File: src/rtl/rail_seq_defs_pkg.sv
`default_nettype none
// ============================================================================
// Module      : rail_seq_defs (package)
// Description : Shared definitions for the rail power sequencer: FSM state
//               encodings (also decoded by the DSP sequencer debug LEDs) and
//               the width rule for the fault_rail index output.
// Revision    : 1.0 - initial release
// ============================================================================
package rail_seq_defs;

  localparam int STATE_W = 3;

  // Encodings are visible on the state output; keep them stable.
  localparam logic [STATE_W-1:0] ST_OFF    = 3'd0;
  localparam logic [STATE_W-1:0] ST_RAMP   = 3'd1;
  localparam logic [STATE_W-1:0] ST_SETTLE = 3'd2;
  localparam logic [STATE_W-1:0] ST_UP     = 3'd3;
  localparam logic [STATE_W-1:0] ST_DOWN   = 3'd4;
  localparam logic [STATE_W-1:0] ST_FAULT  = 3'd5;

  // Width of a rail index / fault_rail: $clog2(n), never below one bit.
  function automatic int fault_rail_width(input int n);
    return (n <= 1) ? 1 : $clog2(n);
  endfunction

endpackage
`default_nettype wire

File: src/rtl/rail_seq_timer.sv
`default_nettype none
// ============================================================================
// Module      : rail_seq_timer
// Description : Shared cycle timer for the rail sequencer. Synchronous clear,
//               saturating increment and an equality compare against the
//               threshold currently selected by the sequencer.
// Ports       : sysclk  - clock
//               reset   - synchronous active-high reset
//               clr_i   - clear count to zero (wins over increment)
//               inc_i   - increment count by one
//               last_i  - threshold to compare against
//               last_o  - count equals last_i
// Revision    : 1.0 - initial release
// ============================================================================
module rail_seq_timer #(
  parameter int WIDTH = 16
) (
  input  logic             sysclk,
  input  logic             reset,
  input  logic             clr_i,
  input  logic             inc_i,
  input  logic [WIDTH-1:0] last_i,
  output logic             last_o
);

  logic [WIDTH-1:0] count_q;

  // The sequencer leaves a timing state as soon as the threshold is hit, so
  // the saturation guard only protects against wrap, it never shapes timing.
  always_ff @(posedge sysclk) begin : p_count
    if (reset || clr_i) begin
      count_q <= '0;
    end else if (inc_i && (count_q != {WIDTH{1'b1}})) begin
      count_q <= count_q + WIDTH'(1);
    end
  end

  assign last_o = (count_q == last_i);

endmodule
`default_nettype wire

File: src/rtl/rail_sequencer.sv
`default_nettype none
// ============================================================================
// Module      : rail_sequencer
// Description : Power-rail sequencer. Enables rails 0..NUM_RAILS-1 in order,
//               waiting for each power-good and a settle delay, powers down
//               in strict reverse order, and drops every rail at once on a
//               power-good fault or timeout.
// Ports       : sysclk     - sole clock
//               reset      - synchronous active-high reset
//               enable     - level request for rails on
//               pg         - power-good per rail
//               rail_en    - registered regulator enable per rail
//               all_good   - high in UP
//               fault      - high in FAULT
//               fault_rail - failing rail index, valid while fault=1
//               state      - current FSM encoding
// Revision    : 1.0 - initial release
// ============================================================================
module rail_sequencer
  import rail_seq_defs::*;
#(
  parameter int NUM_RAILS     = 4,
  parameter int TIMER_WIDTH   = 16,
  parameter int PG_TIMEOUT    = 1000,
  parameter int SETTLE_CYCLES = 100
) (
  input  logic                                   sysclk,
  input  logic                                   reset,
  input  logic                                   enable,
  input  logic [NUM_RAILS-1:0]                   pg,
  output logic [NUM_RAILS-1:0]                   rail_en,
  output logic                                   all_good,
  output logic                                   fault,
  output logic [fault_rail_width(NUM_RAILS)-1:0] fault_rail,
  output logic [STATE_W-1:0]                     state
);

  localparam int IW = fault_rail_width(NUM_RAILS);
  localparam int LW = IW + 1;

  localparam logic [IW-1:0]          c_last_idx    = IW'(NUM_RAILS - 1);
  localparam logic [TIMER_WIDTH-1:0] c_pg_last     = TIMER_WIDTH'(PG_TIMEOUT - 1);
  localparam logic [TIMER_WIDTH-1:0] c_settle_last = TIMER_WIDTH'(SETTLE_CYCLES - 1);

  // Reject parameter sets whose thresholds do not fit the timer.
  generate
    if (NUM_RAILS < 1 || NUM_RAILS > 16) begin : g_bad_num_rails
      $fatal(1, "rail_sequencer: NUM_RAILS must be 1..16");
    end
    if (PG_TIMEOUT < 2 || 64'(PG_TIMEOUT) >= (64'd1 << TIMER_WIDTH)) begin : g_bad_pg_timeout
      $fatal(1, "rail_sequencer: PG_TIMEOUT out of range for TIMER_WIDTH");
    end
    if (SETTLE_CYCLES < 1 || 64'(SETTLE_CYCLES) >= (64'd1 << TIMER_WIDTH)) begin : g_bad_settle
      $fatal(1, "rail_sequencer: SETTLE_CYCLES out of range for TIMER_WIDTH");
    end
  endgenerate

  logic [STATE_W-1:0]     state_q, state_d;
  logic [IW-1:0]          idx_q, idx_d;
  logic [NUM_RAILS-1:0]   rail_en_q, rail_en_d;
  logic [IW-1:0]          fault_rail_q, fault_rail_d;

  logic                   w_tmr_clr;
  logic                   w_tmr_inc;
  logic                   w_tmr_last;
  logic [TIMER_WIDTH-1:0] w_tmr_last_val;
  logic [IW-1:0]          w_next_idx;
  logic [IW-1:0]          w_prev_idx;
  logic [LW-1:0]          w_lim;
  logic                   w_pg_fail;
  logic [IW-1:0]          w_pg_fail_idx;

  assign w_next_idx     = idx_q + IW'(1);
  assign w_prev_idx     = idx_q - IW'(1);
  assign w_tmr_last_val = (state_q == ST_RAMP) ? c_pg_last : c_settle_last;

  rail_seq_timer #(
    .WIDTH (TIMER_WIDTH)
  ) u_timer (
    .sysclk (sysclk),
    .reset  (reset),
    .clr_i  (w_tmr_clr),
    .inc_i  (w_tmr_inc),
    .last_i (w_tmr_last_val),
    .last_o (w_tmr_last)
  );

  // Power-good supervision: in RAMP only rails below idx are already proven
  // good; in SETTLE/UP rail idx is included. Downward scan leaves the lowest
  // failing rail in w_pg_fail_idx.
  always_comb begin : p_pg_scan
    w_lim         = (state_q == ST_RAMP) ? {1'b0, idx_q} : ({1'b0, idx_q} + LW'(1));
    w_pg_fail     = 1'b0;
    w_pg_fail_idx = '0;
    for (int j = NUM_RAILS - 1; j >= 0; j--) begin
      if ((LW'(j) < w_lim) && !pg[j]) begin
        w_pg_fail     = 1'b1;
        w_pg_fail_idx = IW'(j);
      end
    end
  end

  // State register
  always_ff @(posedge sysclk) begin : p_state
    if (reset) begin
      state_q      <= ST_OFF;
      idx_q        <= '0;
      rail_en_q    <= '0;
      fault_rail_q <= '0;
    end else begin
      state_q      <= state_d;
      idx_q        <= idx_d;
      rail_en_q    <= rail_en_d;
      fault_rail_q <= fault_rail_d;
    end
  end

  // Next-state logic. Within each state, fault checks come first so they
  // override a simultaneous enable drop.
  always_comb begin : p_next
    state_d      = state_q;
    idx_d        = idx_q;
    rail_en_d    = rail_en_q;
    fault_rail_d = fault_rail_q;
    w_tmr_clr    = 1'b0;
    w_tmr_inc    = 1'b0;

    case (state_q)
      ST_OFF: begin
        rail_en_d = '0;
        idx_d     = '0;
        w_tmr_clr = 1'b1;
        if (enable) begin
          state_d      = ST_RAMP;
          rail_en_d[0] = 1'b1;
        end
      end

      ST_RAMP: begin
        if (w_pg_fail) begin
          state_d      = ST_FAULT;
          rail_en_d    = '0;
          fault_rail_d = w_pg_fail_idx;
          w_tmr_clr    = 1'b1;
        end else if (!pg[idx_q] && w_tmr_last) begin
          // pg arriving on the timeout cycle still counts as good
          state_d      = ST_FAULT;
          rail_en_d    = '0;
          fault_rail_d = idx_q;
          w_tmr_clr    = 1'b1;
        end else if (!enable) begin
          state_d          = ST_DOWN;
          rail_en_d[idx_q] = 1'b0;
          w_tmr_clr        = 1'b1;
        end else if (pg[idx_q]) begin
          state_d   = ST_SETTLE;
          w_tmr_clr = 1'b1;
        end else begin
          w_tmr_inc = 1'b1;
        end
      end

      ST_SETTLE: begin
        if (w_pg_fail) begin
          state_d      = ST_FAULT;
          rail_en_d    = '0;
          fault_rail_d = w_pg_fail_idx;
          w_tmr_clr    = 1'b1;
        end else if (!enable) begin
          state_d          = ST_DOWN;
          rail_en_d[idx_q] = 1'b0;
          w_tmr_clr        = 1'b1;
        end else if (w_tmr_last) begin
          w_tmr_clr = 1'b1;
          if (idx_q == c_last_idx) begin
            state_d = ST_UP;
          end else begin
            state_d               = ST_RAMP;
            idx_d                 = w_next_idx;
            rail_en_d[w_next_idx] = 1'b1;
          end
        end else begin
          w_tmr_inc = 1'b1;
        end
      end

      ST_UP: begin
        w_tmr_clr = 1'b1;
        if (w_pg_fail) begin
          state_d      = ST_FAULT;
          rail_en_d    = '0;
          fault_rail_d = w_pg_fail_idx;
        end else if (!enable) begin
          state_d          = ST_DOWN;
          rail_en_d[idx_q] = 1'b0;
        end
      end

      // Reverse-order shutdown runs to completion; pg and enable are ignored.
      ST_DOWN: begin
        if (w_tmr_last) begin
          w_tmr_clr = 1'b1;
          if (idx_q == '0) begin
            state_d = ST_OFF;
          end else begin
            idx_d                 = w_prev_idx;
            rail_en_d[w_prev_idx] = 1'b0;
          end
        end else begin
          w_tmr_inc = 1'b1;
        end
      end

      ST_FAULT: begin
        rail_en_d = '0;
        w_tmr_clr = 1'b1;
        if (!enable) begin
          state_d      = ST_OFF;
          idx_d        = '0;
          fault_rail_d = '0;
        end
      end

      default: begin
        state_d      = ST_OFF;
        idx_d        = '0;
        rail_en_d    = '0;
        fault_rail_d = '0;
        w_tmr_clr    = 1'b1;
      end
    endcase
  end

  // Output decode
  always_comb begin : p_out
    rail_en    = rail_en_q;
    all_good   = (state_q == ST_UP);
    fault      = (state_q == ST_FAULT);
    fault_rail = fault_rail_q;
    state      = state_q;
  end

endmodule
`default_nettype wire

File: config.mk
export PLATFORM = sky130hd
export DESIGN_NAME = rail_sequencer
export DESIGN_NICKNAME = d
export VERILOG_FILES = /design/src/rtl/rail_seq_defs_pkg.sv /design/src/rtl/rail_seq_timer.sv /design/src/rtl/rail_sequencer.sv
export SDC_FILE = /design/constraint.sdc
export NUM_CORES = 1
export LEC_CHECK = 0
export BUFFER_PORTS_ARGS = -buffer_cell sky130_fd_sc_hd__buf_2
export CAP_MARGIN = 40
export CORE_MARGIN = 4
export CORE_UTILIZATION = 60
export DETAILED_ROUTE_END_ITERATION = 10
export PLACE_DENSITY_LB_ADDON = 0.08
export SYNTH_ARGS = -nofsm -noshare
export SYNTH_HDL_FRONTEND = slang
export SYNTH_HIERARCHICAL = 1
export SYNTH_SLANG_ARGS = --single-unit
File: constraint.sdc
create_clock -name sysclk -period 4.3 [get_ports sysclk]
set_clock_uncertainty 0.1 [all_clocks]
set_input_delay 0.86 -clock sysclk [delete_from_list [all_inputs] [get_ports sysclk]]
set_output_delay 0.86 -clock sysclk [all_outputs]
set_load 0.005 [all_outputs]
==> results of run 1 <==
## placed cells by master (no fill, tap or decap), types with 7 or more instances in the layout
master / count
sky130_fd_sc_hd__nand2_1: 23
sky130_fd_sc_hd__nand4_1: 7
sky130_fd_sc_hd__a21oi_1: 17
sky130_fd_sc_hd__inv_1: 13
sky130_fd_sc_hd__mux2i_1: 7
sky130_fd_sc_hd__nand2b_1: 8
sky130_fd_sc_hd__conb_1: 12
sky130_fd_sc_hd__buf_2: 17
sky130_fd_sc_hd__o21ai_0: 16
sky130_fd_sc_hd__xnor2_1: 17
sky130_fd_sc_hd__nand3_1: 9
sky130_fd_sc_hd__a31oi_1: 7
sky130_fd_sc_hd__nor2_1: 20
sky130_fd_sc_hd__dfxtp_1: 27
## power by group
part	switching, mW	leakage [nW]	internal [mW]
sequential	0.0204	0.218	0.259
clock	0.0829	0.0228	0.0665
combinational	0.150	0.585	0.107
total	0.253	0.826	0.433
## layer usage
layer,share of wire,wire [um]
met4,0.0062,32
met2,0.41,2080
met3,0.084,430
met1,0.50,2580
met5,0,0
## logic make-up after synthesis
family,synth area share
mux,0.0422
fa+ha+maj,0.0342
buf+inv,0.0542
xor+xnor,0.0678
other cells,0.00342
simple gates,0.299
compound gates,0.253
flops,0.246
## critical path: stages (launching register included)
cell and delay, ns:
sky130_fd_sc_hd__dfxtp_1 0.61, sky130_fd_sc_hd__or3b_1 0.57, sky130_fd_sc_hd__clkinv_2 0.19, sky130_fd_sc_hd__xnor2_1 0.16, sky130_fd_sc_hd__nand4_1 0.12, sky130_fd_sc_hd__nor4_1 0.27, sky130_fd_sc_hd__buf_4 0.19, sky130_fd_sc_hd__inv_1 0.06
sky130_fd_sc_hd__nor3_1 0.45, sky130_fd_sc_hd__nor2_1 0.08, sky130_fd_sc_hd__a21boi_1 0.33, sky130_fd_sc_hd__mux2i_1 0.23, sky130_fd_sc_hd__nor2_1 0.05
## how the worst max path moves through the flow
stage | to | depth (start not counted)
2_1_floorplan | fault_rail[0] | 12
3_3_place_gp | fault_rail[1] | 12
3_5_place_dp | fault_rail[1] | 12
4_1_cts | fault_rail[1] | 12
5_1_grt | fault_rail[1] | 12
6_report | fault_rail[1] | 12
## through the flow
step                total power [mW]  area [sq um]  setup slack, ns  instances
floorplan                      0.486          2230             1.19        292
global placement               0.536          2330            0.800        344
detailed placement             0.537          2330            0.822        344
CTS                            0.683          2380            0.800        348
global route                   0.729          2380            0.375        348
finish                         0.686          2380            0.765        348
## layout make-up
cell class                 count  area [sq um]
clock buffer                   4          45.0
fill                         297          1060
inverter                      14          53.8
multi-input combinational    237          1570
sequential                    27           541
tap                           46          57.6
timing repair buffer          20           108
## state kept, by name, indices dropped and copies added (netlist names)
register / cells
u_timer/count_q: 16
rail_en: 4
state: 3
fault_rail: 2
idx_q: 2
==> run summary, run 1 <==
Post-route setup TNS: 0 ns. In this run the cell area of the synthesized design comes to 2190 sq um. VDD sags by at most 0.201 mV. The slew at the pin closest to its max-slew limit was 0.753 ns. Path category of the worst min-delay check: reg -> reg. The ratio of total power to cell area was 289 nW/um^2. The startpoint of the worst register-to-register path is state[0]. The tools report the clock latency on the worst-skew pair as 0.28 ns. The run gives 0 as the hold violation count in the final report. The primary flip-flop cell chosen by synthesis mapping was sky130_fd_sc_hd__dfxtp_1. The logs give 18 for the I/O pin count and 21 for the standard-cell row count. For the final number of setup-violating endpoints, the log shows 0. Data on the critical path is required at its endpoint by 4.36 ns.

The number of setup buffers added after CTS came out at 0. Count of instances resized after the clock tree is built: 0. The met1 demand-to-capacity share in global routing is 0.390. Entering global routing, the biggest net connects 22 pins.

Using the TritonRoute via totals, the vias-per-cell ratio works out to 6.16. The endpoint identified for the worst register-to-register timing path is fault_rail[1]. The flow ran to the end, and the final reports show no timing, DRC or antenna violations.

The share of layout cells above drive strength 1 came out at 0.119. CTS placed an instance of sky130_fd_sc_hd__clkbuf_8 at the clock tree root. In the synthesized netlist, the number of instances is 282.

The run gives 0.0361 as the met3 layer usage reported by global route. The analysis attributes to cell leakage a power of 0.826 nW. The number of levels the H-tree was split into came out at 1. The wire-length estimate of the detail-placed layout is 3850 um. For the synthesis warning total, the log shows 6. The starting density of the core was 0.638. The netlist uses 57 different library cells. The detailed-router iteration count before antenna repair was 6. The total congestion overflow after global routing came out at 0.

Setup slack on the worst reg-to-reg path comes out at 0.76 ns. For the count of max-cap constraint violations, the log shows 0. The tools report the worst min-delay path startpoint as rail_en[1]. The detail route stage leaves a number of antenna-violating nets equal to 0. The width of the die is 68.5 um. The path with the worst hold slack has its endpoint at rail_en[1]. The tools report the via count of the first global-routing pass as 1882.

The final route contains 2142 vias. Top cell type's share of synthesized area: 0.246. The peak-usage layer in the global routing report is met1. The first global-routing pass estimated 8910 um of wire. The synthesized area per cell came out at 7.78 sq um. The share of the clock period used by the worst path is 0.822, and the number of cells traversed by the worst register-to-register path is 12. The synthesis-to-layout area growth was 8.32%; the signal arrival time at the worst endpoint was 3.60 ns. The per-cell routed wire length was 14.7 um.

After synthesis the netlist holds a flip-flop and latch count of 27. The number of antenna violations at the first check in global routing came out at 0. The total area inside the core boundary comes to 3440 sq um. The most numerous cell in the Yosys netlist is sky130_fd_sc_hd__dfxtp_1. The largest total area in the synthesized netlist belongs to sky130_fd_sc_hd__dfxtp_1. The number of antenna diodes in the final layout is 0.

In this run the worst path has a maximum fanout of 14. Clock-pin slew was measured on the worst setup and hold paths at 0.10 ns. The iteration-0 DRC count of the detailed router was 240; the final hold slack was 0.401 ns. TritonCTS built the clock tree. The tools report the endpoint kind of the worst setup timing path as a flop. For this design, the CTS-stage hold fixing added 0 buffers. The deepest clock path buffer count was 2; the weighted congestion at the end of routability-driven global placement was 0.908. Critical path launch point type: a flop.

Clock net sink count: 27. Sorting the synthesized cells by area gives the leading types as sky130_fd_sc_hd__dfxtp_1 25%, sky130_fd_sc_hd__xnor2_1 6.8%, sky130_fd_sc_hd__nand2_1 3.9%. In this run the tool buffered the top-level ports with 17 buffer cells.

The met2 routing resource usage after global routing is 0.337, and the share of synthesized area occupied by flip-flops and latches is 0.246. The die covers 4690 sq um. Sorting the synthesized cells by how often they occur yields 27 x sky130_fd_sc_hd__dfxtp_1, 23 x sky130_fd_sc_hd__nand2_1, 20 x sky130_fd_sc_hd__nor2_1.

The overall routed net length came out at 5120 um. The maximum frequency from static timing analysis came out at 283 MHz. The run gives 0 as the number of DRC violations after detailed routing. Setup repair after global routing left no endpoint under its margin. The tools report the fraction of the core area covered by cells at the end of the flow as 0.691. The worst hold path passes through 2 cells. Yosys mapped a number of flops with a built-in enable equal to 0.

Path type of the worst setup path: reg -> reg. The routed design could run at a clock period as short as 3.54 ns. The number of slew-limit violations in the final report came out at 0. The worst-case headroom to the max-slew limit was 0.493.

Async set or reset register ratio after synthesis: 0. In this run the vertical extent of the chip is 68.5 um. In this run the worst setup path begins at state[0]. The total routing resource utilization after global routing was 0.244; the number of CTS-inserted buffers was 3. The final layout contains 316 nets.
No activity file was read; power rests on OpenSTA's default activity.
==> run 2: changes to the inputs <==
Settings changed: CORE_UTILIZATION 60 to 54.
Clock period 4.3 ns to 2.96 ns, I/O delays scaled along.
==> run 2 against run 1 <==
  * Die area is 9.8% higher
  * Sequential power grew 38%
  * Global-route usage fell by 2.7 points
  * Wire length is 9.1% higher
  * Critical endpoint is now u_timer/count_q[1]
  * Largest power group is now combinational cells
==> run summary, run 2 (synthesis gave the netlist of run 1 again) <==
The number of placed cells counting well taps was 358 (+4.1%). The maximum vdd ir drop was 0.298 mV (+49%); the width of the die was 71.8 um (+4.8%). The die outline height is 71.8 um (+4.8%), and the static leakage power is 0.900 nW (+9.1%). The delay contributed by the slowest stage of the critical path works out to 0.37 ns (-0.24 ns). The largest register by flop count was u_timer/count_q. The I/O pin count came out at 18 (unchanged).

By instance count, the cell type seen most on the critical path is sky130_fd_sc_hd__nand2_1. The slowest cell on the critical path is sky130_fd_sc_hd__nor2_1. The final critical delay including setup and external delays works out to 2.82 ns (-0.717 ns). The tools report the worst setup margin as 0.142 ns (-0.623 ns). For the placed cell area, the log shows 2440 sq um (+4.8%).

The maximum fanout count along the critical path came out at 10 (-4). The number of routed nets with antenna violations came out at 0 (unchanged). The run gives 5150 sq um (+9.8%) as the full die area. For the largest net degree at the start of global routing, the log shows 22 (unchanged).

Leaving out fill and tap cells, the most frequent cell in the layout is sky130_fd_sc_hd__dfxtp_1. The run gives 287 (+20%) as the iteration-0 DRC count of the detailed router. The tools report the total routing resource utilization after global routing as 0.218 (-0.0267).

Hold violation count in the final report: 0 (unchanged). Total congestion overflow after global routing: 0 (unchanged). For the final number of setup-violating endpoints, the log shows 0 (unchanged). Count of buffering cells on the critical path with inverters included: 2 (-1). For the via count of the first global-routing pass, the log shows 1881 (-0.053%). The path type of the worst setup path was reg -> reg.

The run gives 0.903 (-0.56%) as the weighted congestion at the end of routability-driven global placement. The flow ran to the end, and the final reports show no timing, DRC or antenna violations. The top cell types in the final layout, fill and taps aside, are 26 x sky130_fd_sc_hd__dfxtp_1, 22 x sky130_fd_sc_hd__nand2_1, 17 x sky130_fd_sc_hd__nor2_1, 17 x sky130_fd_sc_hd__xnor2_1, 17 x sky130_fd_sc_hd__buf_2.

The starting density of the core was 0.578 (-0.0599); the slew at the pin closest to its max-slew limit was 0.698 ns (-0.0550 ns). The required arrival time at the worst endpoint is 3.10 ns (-1.26 ns). The signal arrival time at the worst endpoint is 2.96 ns (-0.64 ns), and the via density per instance is 6.25 (+1.6%). The tools report the clock net sink count as 27 (unchanged). Among cell families on the critical path, the largest total delay comes from simple AND/OR/NAND/NOR gates.

The signal on the critical path passes through buf_12 > ha_1 > buf_4 > nor2b_1 > nand2_1 > nand2_1 > nor2_2 > a21oi_2 > or2_2 > nor2_1 > nand3_1 > mux2i_1 > a311o_1. The number of flip-flops in the largest register came out at 16 (unchanged). In this run the clock root is driven by a sky130_fd_sc_hd__clkbuf_8. The per-cell routed wire length was 15.4 um (+4.6%); the overall power consumption was 1.09 mW (+59%). The tools report the clock latency on the worst-skew pair as 0.28 ns (about the same). The number of slew-limit violations in the final report was 0 (unchanged).

Routed via count: 2270 (+6.0%). For the deepest clock path buffer count, the log shows 2 (unchanged). The share of the clock period used by the worst path came out at 0.952 (+0.130). TritonCTS built the clock tree. The number of levels the H-tree was split into was 1 (unchanged). The share of layout cells above drive strength 1 is 0.200 (+0.0808).

The detailed placer's ending HPWL was 4170 um (+8.3%). The logs give 22 (+4.8%) for the standard-cell row count and 5590 um (+9.1%) for the overall routed net length. The number of DRC violations after detailed routing came out at 0 (unchanged).

The post-route setup TNS was 0 ns (unchanged). The minimum setup slack after placement is 0.0247 ns (-0.797 ns). The CTS clock-pin slew for the worst setup and hold paths is 0.11 ns (about the same).

The logs give 9150 um (+2.7%) for the wire length of the first global-routing pass and 0 (unchanged) for the number of antenna violations at the first check in global routing. From synthesis to final layout, the design area changed by 15.6%. The count of input and output buffers is 17 (unchanged). The count of max-cap constraint violations is 0 (unchanged), and the net total in the final layout is 329 (+4.1%). The number of CTS-inserted buffers was 3 (unchanged); the placeable core area was 3800 sq um (+10%). Endpoint kind of the worst setup timing path: a flop. Ratio of total power to cell area: 429 nW/um^2 (+49%). For the final cell area excluding filler cells, the log shows 2540 sq um (+6.7%). The run gives 5 (-1) as the detailed-router iteration count before antenna repair. The path class of the tightest hold or removal check is reg -> reg. The number of antenna diodes was 0 (unchanged). STA classifies the critical path startpoint as a flop.

The maximum frequency from static timing analysis was 355 MHz (+25%); the post-layout instance count excluding filler cells was 363 (+4.3%). The worst-case headroom to the max-slew limit is 0.530 (+0.0370).
-- run 2: path summary, 6_finish.rpt --
check | start | endpoint | slack, ns | depth (start not counted)
max | idx_q[0] | u_timer/count_q[1] | 0.14 | 13
min | fault_rail[0] | fault_rail[0] | 0.41 | 2
max reg2reg | idx_q[0] | u_timer/count_q[1] | 0.14 | 13
min reg2reg | fault_rail[0] | fault_rail[0] | 0.41 | 2
-- run 2: where the power goes --
part           switching (mW)  leakage (nW)  internal [mW]
Sequential            0.00928         0.219          0.377
Combinational           0.268         0.660          0.201
Clock                   0.138        0.0217         0.0961
Total                   0.415         0.900          0.674
-- run 2: worst reg2reg max path: cells and delay by family, from the launching register on --
kind,cells,cell delay (ns)
fa+ha+maj,1,0.24
simple gates,7,1.41
mux,1,0.15
flops,1,0.36
buf+inv,2,0.31
compound gates,2,0.20
-- run 2: area by class of cell --
| cell class | count | area [sq um] |
|---|---|---|
| flip-flops and latches | 27 | 542 |
| clock buffers | 3 | 41.3 |
| fillers | 355 | 1260 |
| inverters | 14 | 55.1 |
| repair buffers | 33 | 218 |
| clock inverters | 1 | 7.51 |
| multi-input cells | 237 | 1610 |
| well taps | 48 | 60.1 |
-- run 2: metal layers --
layer | track usage | share of wire | up-vias | wire [um]
li1 | - | - | 1110 | -
met1 | 0.353 | 0.51 | 1078 | 2840
met2 | 0.298 | 0.41 | 76 | 2300
met3 | 0.0351 | 0.068 | 6 | 382
met4 | 0.0376 | 0.011 | 0 | 61
met5 | 0 | 0 | - | 0
-- run 2: per-stage QoR --
step            util  hold slack (ns)
3_5_place_dp   0.643            0.382
3_3_place_gp   0.643            0.377
4_1_cts        0.657            0.403
2_1_floorplan      -            0.378
5_1_grt        0.668            0.441
6_report       0.668            0.408
-- run 2: what timing repair did --
item | CTS | global route
endpoints found under the setup margin | 2 | 22
pin swaps | 0 | 1
buffers inserted | 0 | 1
hold buffers | 0 | 0
endpoints found under the hold margin | 0 | 0
gates resized for setup | 1 | 12
==> run 3: changes to the inputs <==
Settings changed: SYNTH_HIERARCHICAL 1 to not set.
==> run 3 against run 2 <==
  * Sequential power is 5% higher
  * Synthesized cell count shrank 11%
  * Worst hold slack got worse by 0.023 ns
  * Cell area shrank 12%
  * Area after synthesis decreased by 8.2%
  * Power increased by 29%
  * Critical path depth down 6
  * Global-route usage fell by 1.2 points
  * Die area down 7.3%
  * Flip-flop and latch count is the same
  * Critical endpoint is now u_timer.count_q[11]
  * Largest power group unchanged
==> run summary, run 3 <==
The flow ran to the end, and the final reports show no timing, DRC or antenna violations. The number of DRC violations after detailed routing was 0 (unchanged). The logs give 3470 sq um (-8.7%) for the placeable core area and 4830 um (-14%) for the overall routed net length.

The delay contributed by the slowest stage of the critical path came out at 0.52 ns (+0.15 ns). Synthesis produced a netlist with a net count of 264. Post-layout instance count excluding filler cells: 322 (-11%). Width of the die: 69.1 um (-3.7%).

The logs give 0.268 (+0.0220) for the share of synthesized area occupied by flip-flops and latches and 0 (unchanged) for the total congestion overflow after global routing. Count of buffering cells on the critical path with inverters included: 1 (-1). The detailed placer's ending HPWL is 3630 um (-13%). In the post-synthesis netlist, the biggest area contributors are sky130_fd_sc_hd__dfxtp_1 27%, sky130_fd_sc_hd__xnor2_1 6.1%, sky130_fd_sc_hd__nor2_1 4.7%. For the number of antenna diodes, the log shows 0 (unchanged). The deepest clock path buffer count is 2 (unchanged). The tools report the critical path launch point type as a flop. The path category of the worst min-delay check was reg -> reg.

Number of slew-limit violations in the final report: 0 (unchanged). The worst setup margin came out at 0.227 ns (+0.0854 ns). Slowest cell on the critical path: sky130_fd_sc_hd__or3b_1.

The share of total power in the clock network was 0.152 (-0.063); the count of max-cap constraint violations was 0 (unchanged). The total routing resource utilization after global routing came out at 0.206 (-0.0122). The count of flip-flops with a built-in enable after synthesis is 0 (unchanged). Yosys instantiated no cell more often than sky130_fd_sc_hd__dfxtp_1. Clock root buffer master: sky130_fd_sc_hd__clkbuf_8. Routed via count: 1961 (-14%). The distinct cell type count after synthesis came out at 60 (+5.3%). Count of instances resized after the clock tree is built: 0 (-1). The clock latency on the worst-skew pair was 0.27 ns (about the same); the number of setup buffers added after CTS was 0 (unchanged). Post-synthesis instance area: 2010 sq um (-8.2%).

The detailed-router iteration count before antenna repair was 5 (unchanged). The filler cell count was 363 (+2.3%). The number of buffers inserted for hold repair after clock tree synthesis is 0 (unchanged), and the flip-flop and latch area is 541 sq um (-0.23%). The commonest cells after synthesis are 27 x sky130_fd_sc_hd__dfxtp_1, 25 x sky130_fd_sc_hd__nor2_1, 21 x sky130_fd_sc_hd__nand2_1. The slew at the pin closest to its max-slew limit is 0.596 ns (-0.102 ns), and the count of input and output buffers is 17 (unchanged). Share of the clock period used by the worst path: 0.923 (-0.0288). The power share of the sequential group is 0.288 (-0.067).

Among all flip-flop cells after synthesis, the most frequent one is sky130_fd_sc_hd__dfxtp_1. The tools report the setup slack of the most critical reg-to-reg path as 0.23 ns (+0.09 ns). The power dissipated by switching net loads was 583 uW (+40%). The logs give 1350 sq um (-16%) for the multi-input logic area and 1 (unchanged) for the number of levels the H-tree was split into. The iteration-0 DRC count of the detailed router was 204 (-29%). Ratio of total power to cell area: 626 nW/um^2 (+46%). The die outline height is 69.1 um (-3.7%). The tools report the via count of the first global-routing pass as 1718 (-8.7%). The wire length of the first global-routing pass is 8210 um (-10%), and the maximum fanout count along the critical path is 17 (+7).

The number of flip-flops in the largest register was 16 (unchanged). The number of CTS-inserted buffers came out at 3 (unchanged). Compared with the post-synthesis result, the final layout area differs by 11.4%. Standard-cell row count: 21 (-4.5%). Setup repair after global routing left no endpoint under its margin.

The signal arrival time at the worst endpoint came out at 2.78 ns (-0.18 ns). For the starting density of the core, the log shows 0.581 (+0.00307). The critical path goes through or3b_1 > a211o_1 > and3_4 > o31ai_4 > buf_4 > nand2b_1 > nor2_1.

The top cell types in the final layout, fill and taps aside, are 27 x sky130_fd_sc_hd__dfxtp_1, 25 x sky130_fd_sc_hd__nor2_1, 21 x sky130_fd_sc_hd__nand2_1. The run gives 366 MHz (+3.1%) as the maximum frequency from static timing analysis. The tools report the worst-case headroom to the max-slew limit as 0.603 (+0.0723).

The clock net sink count came out at 27 (unchanged). Path type of the worst setup path: reg -> reg. The logs give 0.127 ns (+0.102 ns) for the minimum setup slack after placement and 821 uW (+22%) for the cell-internal power. Broken down by cell family, the worst path's largest delay share belongs to simple AND/OR/NAND/NOR gates. The share of layout cells above drive strength 1 is 0.185 (-0.0152), and the hold violation count in the final report is 0 (unchanged). The worst setup path is captured at a flop. The logs give 0.343 mV (+15%) for the maximum vdd ir drop and 1.40 mW (+29%) for the overall power consumption. The run gives 0 ns (unchanged) as the post-route setup TNS. The combinational share of power is 0.559 (+0.128). The full die area was 4770 sq um (-7.3%). The per-cell routed wire length is 15.0 um (-2.7%). The top cell type's share of synthesized area came out at 0.268 (+0.0220). The via density per instance works out to 6.09 (-2.6%). The top cell type by total area after synthesis is sky130_fd_sc_hd__dfxtp_1. The leading cell type in the layout, fill and taps excluded was sky130_fd_sc_hd__dfxtp_1. The logs give 18 (unchanged) for the I/O pin count and 0.385 ns (-0.0227 ns) for the final hold slack.

The tools report the number of antenna violations at the first check in global routing as 0 (unchanged). For the final number of setup-violating endpoints, the log shows 0 (unchanged). The required arrival time at the worst endpoint came out at 3.01 ns (-0.09 ns).

TritonCTS built the clock tree. For the synthesized instance count, the log shows 251 (-11%). The largest net degree at the start of global routing is 22 (unchanged), and the synthesis-stage register bit count is 27 (unchanged).

The CTS clock-pin slew for the worst setup and hold paths was 0.09 ns (-0.02 ns). Number of placed cells counting well taps: 318 (-11%). Synthesized area per cell: 8.03 sq um (+3.1%). The final critical delay including setup and external delays is 2.73 ns (-0.0854 ns). The weighted congestion at the end of routability-driven global placement is 0.951 (+5.3%), and the async set or reset register ratio after synthesis is 0 (unchanged).

The fraction of power spent switching nets was 0.415 (+0.0341); the net total in the final layout was 290 (-12%). The synthesis warning total is 0 (-6). Number of routed nets with antenna violations: 0 (unchanged). u_timer.count_q holds more flip-flops than any other register. The tools report the static leakage power as 0.798 nW (-11%).
run 3: power by group through the flow:
stage / Sequential [mW] / Clock, mW / Combinational, mW
3_5_place_dp: 0.413 / 0 / 0.767
5_1_grt: 0.408 / 0.239 / 0.859
2_1_floorplan: 0.427 / 0 / 0.556
3_3_place_gp: 0.412 / 0 / 0.762
4_1_cts: 0.405 / 0.223 / 0.770
6_report: 0.404 / 0.214 / 0.785
run 3: worst reg2reg max path, cell delays in order (launching register included):
cell and delay, ns:
sky130_fd_sc_hd__dfxtp_1 0.31, sky130_fd_sc_hd__or3b_1 0.52, sky130_fd_sc_hd__a211o_1 0.33, sky130_fd_sc_hd__and3_4 0.21, sky130_fd_sc_hd__o31ai_4 0.26, sky130_fd_sc_hd__buf_4 0.24, sky130_fd_sc_hd__nand2b_1 0.51, sky130_fd_sc_hd__nor2_1 0.11
run 3: cells by family (layout without fill, tap and decap cells):
kind of cell    count (synthesis)  count (layout)  synth area share
xor+xnor                       14              14            0.0609
fa+ha+maj                       6               6            0.0373
buf+inv                        25              50            0.0646
mux                             9               9            0.0658
simple gates                  110             110             0.301
flops                          27              27             0.268
compound gates                 60              60             0.202
run 3: final cells by class:
cell class | instances | share of cell area
clock buffers | 4 | 0.0201
inverters | 14 | 0.0234
multi-input cells | 199 | 0.602
flip-flops and latches | 27 | 0.241
well taps | 46 | 0.0257
repair buffers | 32 | 0.0881
run 3: metal layers:
layer,GRT usage,up-vias,routed length (um)
li1,-,958,-
met1,0.311,908,2340
met2,0.289,83,1980
met3,0.0407,12,407
met4,0.0629,0,93
met5,0,-,0
run 3: path summary, 6_finish.rpt:
check	to	cells past startpoint	from
worst max-delay path	u_timer.count_q[11]	7	state[1]
worst min-delay path	fault_rail[1]	2	fault_rail[1]
worst max register to register	u_timer.count_q[11]	7	state[1]
worst min register to register	fault_rail[1]	2	fault_rail[1]
run 3: through the flow:
step	utilization	area, sq um
global placement	0.632	2190
global route	0.647	2240
floorplan	-	2010
CTS	0.645	2240
finish	0.647	2240
detailed placement	0.632	2190
